--- src/rtl/dvv_bcast_fifo.sv ---
// One-producer / CH-subscriber broadcast FIFO over a single shared storage array.
// Define DVV_BCAST_LOSSY_EN to overwrite the oldest entry of a full channel instead of stalling the producer.
module dvv_bcast_fifo #(
  parameter int DW    = 8,
  parameter int DEPTH = 8,
  parameter int CH    = 4,
  parameter int CW    = $clog2(DEPTH + 1),
  parameter int DCW   = 16
) (
  input  logic              clk,
  input  logic              rst,
  input  logic              s_valid,
  output logic              s_ready,
  input  logic [DW-1:0]     s_data,
  input  logic [CH-1:0]     ch_en,
  output logic [CH-1:0]     m_valid,
  input  logic [CH-1:0]     m_ready,
  output logic [CH*DW-1:0]  m_data,
  output logic [CH*CW-1:0]  ch_cnt,
  output logic [CH*DCW-1:0] drop_cnt
);
  localparam int AW = $clog2(DEPTH);

  logic [DW-1:0] mem [DEPTH];
  logic [AW-1:0] wr_ptr;
  logic [AW-1:0] wr_ptr_next;
  logic [AW-1:0] rd_ptr [CH];
  logic [CW-1:0] cnt [CH];
  logic [CH-1:0] full;
  logic [CH-1:0] pop;
  logic [CH-1:0] ovr;
  logic          wr_en;

  assign wr_en       = s_valid & s_ready;
  assign wr_ptr_next = wr_ptr + AW'(wr_en);

  always_comb begin
    full    = '0;
    pop     = '0;
    m_valid = '0;
    m_data  = '0;
    ch_cnt  = '0;
    for (int c = 0; c < CH; c++) begin
      full[c]              = (cnt[c] == CW'(DEPTH));
      m_valid[c]           = (cnt[c] != '0);
      // A channel being disabled this cycle ignores its m_ready.
      pop[c]               = ch_en[c] & m_valid[c] & m_ready[c];
      m_data[c*DW +: DW]   = mem[rd_ptr[c]];
      ch_cnt[c*CW +: CW]   = cnt[c];
    end
  end

`ifdef DVV_BCAST_LOSSY_EN
  logic [DCW-1:0] drop [CH];

  function automatic logic [DCW-1:0] sat_inc(input logic [DCW-1:0] v);
    return (&v) ? v : v + DCW'(1);
  endfunction

  assign s_ready = 1'b1;

  always_comb begin
    ovr      = '0;
    drop_cnt = '0;
    for (int c = 0; c < CH; c++) begin
      ovr[c]                 = wr_en & ch_en[c] & full[c] & ~pop[c];
      drop_cnt[c*DCW +: DCW] = drop[c];
    end
  end

  always_ff @(posedge clk or posedge rst) begin
    if (rst) begin
      for (int c = 0; c < CH; c++) drop[c] <= '0;
    end else begin
      for (int c = 0; c < CH; c++) if (ovr[c]) drop[c] <= sat_inc(drop[c]);
    end
  end
`else
  // Depends only on registered counts and ch_en, never on m_ready.
  assign s_ready  = ~|(full & ch_en);
  assign ovr      = '0;
  assign drop_cnt = '0;
`endif

  always_ff @(posedge clk) begin
    if (wr_en) mem[wr_ptr] <= s_data;
  end

  always_ff @(posedge clk or posedge rst) begin
    if (rst) wr_ptr <= '0;
    else     wr_ptr <= wr_ptr_next;
  end

  // Disabled channels track the write pointer so re-enabling starts empty.
  always_ff @(posedge clk or posedge rst) begin
    if (rst) begin
      for (int c = 0; c < CH; c++) begin
        rd_ptr[c] <= '0;
        cnt[c]    <= '0;
      end
    end else begin
      for (int c = 0; c < CH; c++) begin
        if (!ch_en[c]) begin
          rd_ptr[c] <= wr_ptr_next;
          cnt[c]    <= '0;
        end else begin
          if (pop[c] || ovr[c]) rd_ptr[c] <= rd_ptr[c] + AW'(1);
          if (wr_en && !pop[c] && !ovr[c]) cnt[c] <= cnt[c] + CW'(1);
          else if (!wr_en && pop[c])       cnt[c] <= cnt[c] - CW'(1);
        end
      end
    end
  end
endmodule

--- config.mk ---
export PLATFORM = sky130hd
export DESIGN_NAME = dvv_bcast_fifo
export DESIGN_NICKNAME = d
export VERILOG_FILES = /design/src/rtl/dvv_bcast_fifo.sv
export SDC_FILE = /design/constraint.sdc
export NUM_CORES = 1
export LEC_CHECK = 0
export BUFFER_PORTS_ARGS = -buffer_cell sky130_fd_sc_hd__buf_4
export CAP_MARGIN = 20
export CELL_PAD_IN_SITES_DETAIL_PLACEMENT = 0
export CELL_PAD_IN_SITES_GLOBAL_PLACEMENT = 1
export CORE_MARGIN = 8
export CORE_UTILIZATION = 25
export DETAILED_ROUTE_END_ITERATION = 8
export PLACE_DENSITY = 0.55
export SYNTH_ARGS = -nofsm -noshare
export SYNTH_HDL_FRONTEND = slang
export SYNTH_SLANG_ARGS = --single-unit
--- constraint.sdc ---
create_clock -name clk -period 2.8 [get_ports clk]
set_clock_uncertainty 0.05 [all_clocks]
set_input_delay 0.14 -clock clk [delete_from_list [all_inputs] [get_ports clk]]
set_output_delay 0.14 -clock clk [all_outputs]
set_load 0.02 [all_outputs]
==> After elaboration in Yosys (flattened, before gate mapping) <==
Memory sizes are Yosys's and may differ from the RTL's.
Cells that the tools add are included.
{ "totals": {"regBits": 31, "wordCells": 86, "ramBits": 64, "output_inout_bits": 117, "mem_count": 1, "inputBits": 19} }
{ "classes": {"n_eq_ne": 12, "reduce_logical": 19, "bitwise": 10, "n_mux": 22, "add_sub_neg": 13} }
{ "memory_table": {"columns": ["name", "depth", "width", "rd", "rd_clocked_by_memory_dff", "write_ports", "line_no", "text"], "rows": [
  ["mem", 8, 8, 4, 0, 1, "24", "logic [DW-1:0] mem [DEPTH];"]
]} }
{ "op_table": {"columns": ["operator", "count"], "rows": [
  ["$mux 4", 12],
  ["$mux 3", 8],
  ["$add 4x1->4 const B", 4],
  ["$eq 4x4->1 const B", 4],
  ["$reduce_bool 4->1", 4],
  ["$sub 4x1->4 const B", 4],
  ["$add 3x1->3 const B", 4],
  ["$ne 3x1->1 const B", 4],
  ["$and 1x1->1", 9],
  ["$logic_and 1x1->1", 8],
  ["$ne 2x1->1 const B", 4],
  ["$logic_not 1->1", 6],
  ["$and 4x4->4", 1],
  ["$reduce_or 4->1", 1],
  ["$add 3x1->3", 1],
  ["$mux 1", 2]
]} }

==> Longest topological paths before layout <==
{ "depth": {"depth_word": 10, "depth_mapped": 15, "mapped_depth_nobuf": 13} }

==> Least setup slack after synthesis <==
OpenSTA, ideal clock, no wires.
{ "synth_timing": {"kind": "register -> register", "from": "reg cnt, in the netlist ch_cnt[3]", "to": "reg cnt, in the netlist ch_cnt[3]", "t_arrival_ps": 2883, "setup_slack_ps": -280, "required_ps": 2603, "path_stages_with_launch": 10, "path_cell_list": "dfrtp_1 or4_1 nand3_1 nand4_1 ha_1 and3_1 a211oi_1 a211oi_1 a2111oi_0 o2111ai_1"} }
{ "synth_lines": {"columns": ["element", "line_no", "text"], "rows": [
  ["from (decl)", "28", "logic [CW-1:0] cnt [CH];"],
  ["from (signal, indexed assignment)", "108", "if (wr_en && !pop[c] && !ovr[c]) cnt[c] <= cnt[c] + CW'(1);"],
  ["from (signal, indexed assignment)", "109", "else if (!wr_en && pop[c]) cnt[c] <= cnt[c] - CW'(1);"],
  ["$reduce_bool 4->1 *", "45", "m_valid[c] = (cnt[c] != '0);"],
  ["via m_valid[0]", "16", "output logic [CH-1:0] m_valid,"],
  ["$and 1x1->1 * (2 in series)", "47", "pop[c] = ch_en[c] & m_valid[c] & m_ready[c];"],
  ["$logic_not 1->1", "108", null],
  ["$logic_and 1x1->1", "108", null],
  ["$mux 4", "108", null],
  ["$mux 4", "103", "if (!ch_en[c]) begin"]
]} }
The timed path passes the listed nets; every way through them passes the cells marked *. The select of a mux whose other input is x is not followed.
A chain may end at the register's enable or synchronous reset.

==> Worst setup path in the final report <==
{ "layout_timing": {"from": "reg cnt, in the netlist ch_cnt[0]", "to": "reg cnt, in the netlist ch_cnt[11]"} }
{ "layout_via": {"elab_chain_len": 8} }
{ "layout_rtl": {"columns": ["element", "line_no", "text"], "rows": [
  ["$eq 4x4->1 *", "44", "full[c] = (cnt[c] == CW'(DEPTH));"],
  ["$and 4x4->4 *", "80", "assign s_ready = ~|(full & ch_en);"],
  ["$reduce_or 4->1 *", "80", null],
  ["$logic_not 1->1 *", "80", null],
  ["$and 1x1->1 *", "34", "assign wr_en = s_valid & s_ready;"],
  ["$logic_not 1->1 / $logic_and 1x1->1 (equally long branches)", "109, 108", null],
  ["$logic_and 1x1->1 / $mux 4 (equally long branches)", "109, 108", null],
  ["$ne 3x1->1 (no source line) / $mux 4 (equally long branches)", null, null]
]} }
Mark *: on every way between the ends. The rest lies on a longest branch, timed or not.

==> results.yml <==
cts:
  cts_buffers: 9
  cts_buffer_depth: 2
  cts.sink_count: 95
  clk_pin_slew_ps: 70
  cts_tree: "yes"
  cts_max_level: 3
  cts.root.buffer_cell: "clkbuf_16"
  clkLatencyLatePin_ps: 350
logic_synthesis:
  seq_area_frac_synth_pct: 40.3
  synth.cell_area_um2: 6690
  async_flop_share_pct: 32.6
  synth_area_leader_cell: "edfxtp_1"
  synth_edf_count: 64
  synth_top_area_share_pct: 28.7
  syn_area_per_cell_um2: 12.9
  yosysUniqueCellTypes: 51
  ys.flop_type: "edfxtp_1"
  synth_cells: 518
  synth-seq-cells: 95
  synth_area_leaders: "edfxtp_1, mux4_2, dfrtp_1"
  synth_warnings: 0
timing:
  whs_ps: 91.2
  fin_ws_ps: -42.3
  rsz0062_at_grt: "yes"
  min_period_over_period_pct: 102
  setup_viol: 3
  slew_violations: 0
  setup_tns_ps: -104
  tightest_slew_ps: 1030
  relSlewSlack_pct: 31.4
  fin_crit_ps: 2840
  max_freq_mhz: 352
  hold_violations: 0
finish:
  n_fill_cell: 2673
  final_common_cell: "buf_4"
  layout_common_cells: "buf_4, mux4_2, conb_1, edfxtp_1, mux2_2"
  drive_gt1_share_pct: 45.3
  area_growth_pct: 25.6
  multi_input_area_um2: 3690
  finalNetCount: 685
  seq_area_um2: 2710
  post-route-cell-area_um2: 8410
  antennaDiodeCount: 0
route:
  antenna_left: 0
  via_per_inst: 4.76
  drc: 0
  via_count: 4727
  drt-total-wl_mm: 19.6
  firstDrtPassIters: 4
  first_iter_violations: 277
  wl_per_cell_um: 19.7
setup_path:
  r2r_start: "ch_cnt[0]"
  worstPathMaxFanout: 5
  crit_path_max_incr_delay_ps: 430
  crit_start: "ch_cnt[0]"
  slowest_stage: "dfrtp_2"
  crit_chain: "or3_1 -> o22a_2 -> buf_4 -> nand4_1 -> ha_1 -> and3_1 -> or2_2 -> nor4_1 -> a2111oi_1 -> nand3_1"
  critical_path_arrival_ps: 3080
  cp.required_ps: 3030
  end_kind: "flop"
  worst-setup-path-type: "reg -> reg"
  worstSetupStartpointType: "flop"
power_and_ir_drop:
  swShare_pct: 42.3
  p_int_mw: 5.88
  pwr-share-clk_pct: 12.6
  seqPwrFrac_pct: 24.5
  power_mw: 10.2
  peakVddDrop_v: 0.000616
  p_switching_mw: 4.30
  p_leak_nw: 3.26
  power_per_cell_area_nw_per_um2: 1210
  pwr-share-comb_pct: 62.9
place:
  gp_congestion: 0.766
  placed_area_um2: 7880
  hpwl_mm: 14.4
  portBuffers: 71
  pre_cts_ws_ps: -65.8
global_routing:
  grt_pass1_wl_mm: 30.8
  grt_max_degree: 22
  grt_use_met2_pct: 21.4
  track_usage_pct: 12.1
  busiest_layer: "met2"
  grt_use_met3_pct: 3.29
  grt_pass1_vias: 5124
  gr-usage-met1_pct: 14.3
  overflow: 0
  antenna_found_initial: 0
run:
  drv_cap: 0
die:
  initial_core_util_pct: 25.1
  die_x_um: 180
  pin_count: 136
  coreArea_um2: 26700
  die_y_um: 180
  rows: 60
  dieArea_um2: 32300
hold_path:
  min_path_type: "in -> reg"
  hp-start: "m_ready[3]"
status:
  status: "complete, but fails checks"
  violations: "negative setup slack"
flip-flops by register name, summed over array words and instances, names as in the netlist:
signal and flops:
wr_ptr 3, mem 64, rd_ptr 12, ch_cnt 16
per-layer routing:
metal,wire length (um),part of all wire [%]
met1,8000,41
met2,10200,52
met3,1330,6.8
met4,86,0.44
met5,0,0
power groups by stage:
| stage | combinational, mW | sequential [mW] | clock [mW] |
|---|---|---|---|
| 3_3_place_gp | 6.22 | 2.51 | 0 |
| 4_1_cts | 6.45 | 2.49 | 1.32 |
| 3_5_place_dp | 6.30 | 2.52 | 0 |
| 2_1_floorplan | 4.09 | 2.25 | 0 |
| 6_report | 6.40 | 2.49 | 1.28 |
| 5_1_grt | 6.94 | 2.56 | 1.38 |
cells by family (layout without fill, tap and decap cells):
family,after synthesis,count (layout),synth area share [%]
buf+inv,118,190,10.7
simple gates,117,117,10.0
mux,96,96,26.9
flops,95,95,40.3
compound gates,59,59,6.22
fa+ha+maj,18,18,3.81
xor+xnor,14,14,2.04
other cells,1,64,0.0560
critical path, delay by kind of cell (launching register included):
| family | cells | cell delay [ps] |
|---|---|---|
| DFF | 1 | 430 |
| AOI/OAI and AO/OA | 2 | 360 |
| adders and majority gates | 1 | 290 |
| and+or+nand+nor | 6 | 1480 |
| buffers and inverters | 1 | 170 |
Yosys cell counts (5+ instances only):
library cell	count
buf_4	64
edfxtp_1	64
mux4_2	64
mux2_2	32
dfrtp_1	31
inv_1	18
a21oi_1	15
nand2_1	15
nor2_1	15
clkbuf_1	14
ha_1	14
nand3_1	12
nor3_1	11
and3_1	10
buf_2	10
nand4_1	10
nor4_1	10
buf_1	9
a211oi_1	8
or4_1	8
xnor2_1	8
o21ai_0	6
xor2_1	5
through the flow:
step	util, %	cells
finish	31.5	994
global route	31.5	994
CTS	31.4	994
detailed placement	29.6	964
global placement	29.5	963
floorplan	-	581
repair_timing:
item,CTS,global route
endpoints found under the hold margin,76,0
setup endpoints to repair,11,15
hold buffers,9,0
buffers inserted,5,0
pin swaps,5,3
resized for setup,10,10
final timing paths:
path / end / slack, ps / depth (start not counted)
max: ch_cnt[11] / -40 / 10
min: ch_cnt[13] / 90 / 3
max reg2reg: ch_cnt[11] / -40 / 10
min reg2reg: rd_ptr[9] / 570 / 2
max in group asynchronous: ch_cnt[13] / 1610 / 4
min in group asynchronous: ch_cnt[10] / 370 / 3
final cells by class:
type | instances | share of cell area, %
multi-input cells | 368 | 43.9
clock buffers | 10 | 2.72
inverters | 19 | 0.878
well taps | 341 | 5.07
repair buffers | 155 | 14.3
clock inverters | 6 | 0.908
flip-flops and latches | 95 | 32.2
(Power assumes the default switching activity.)
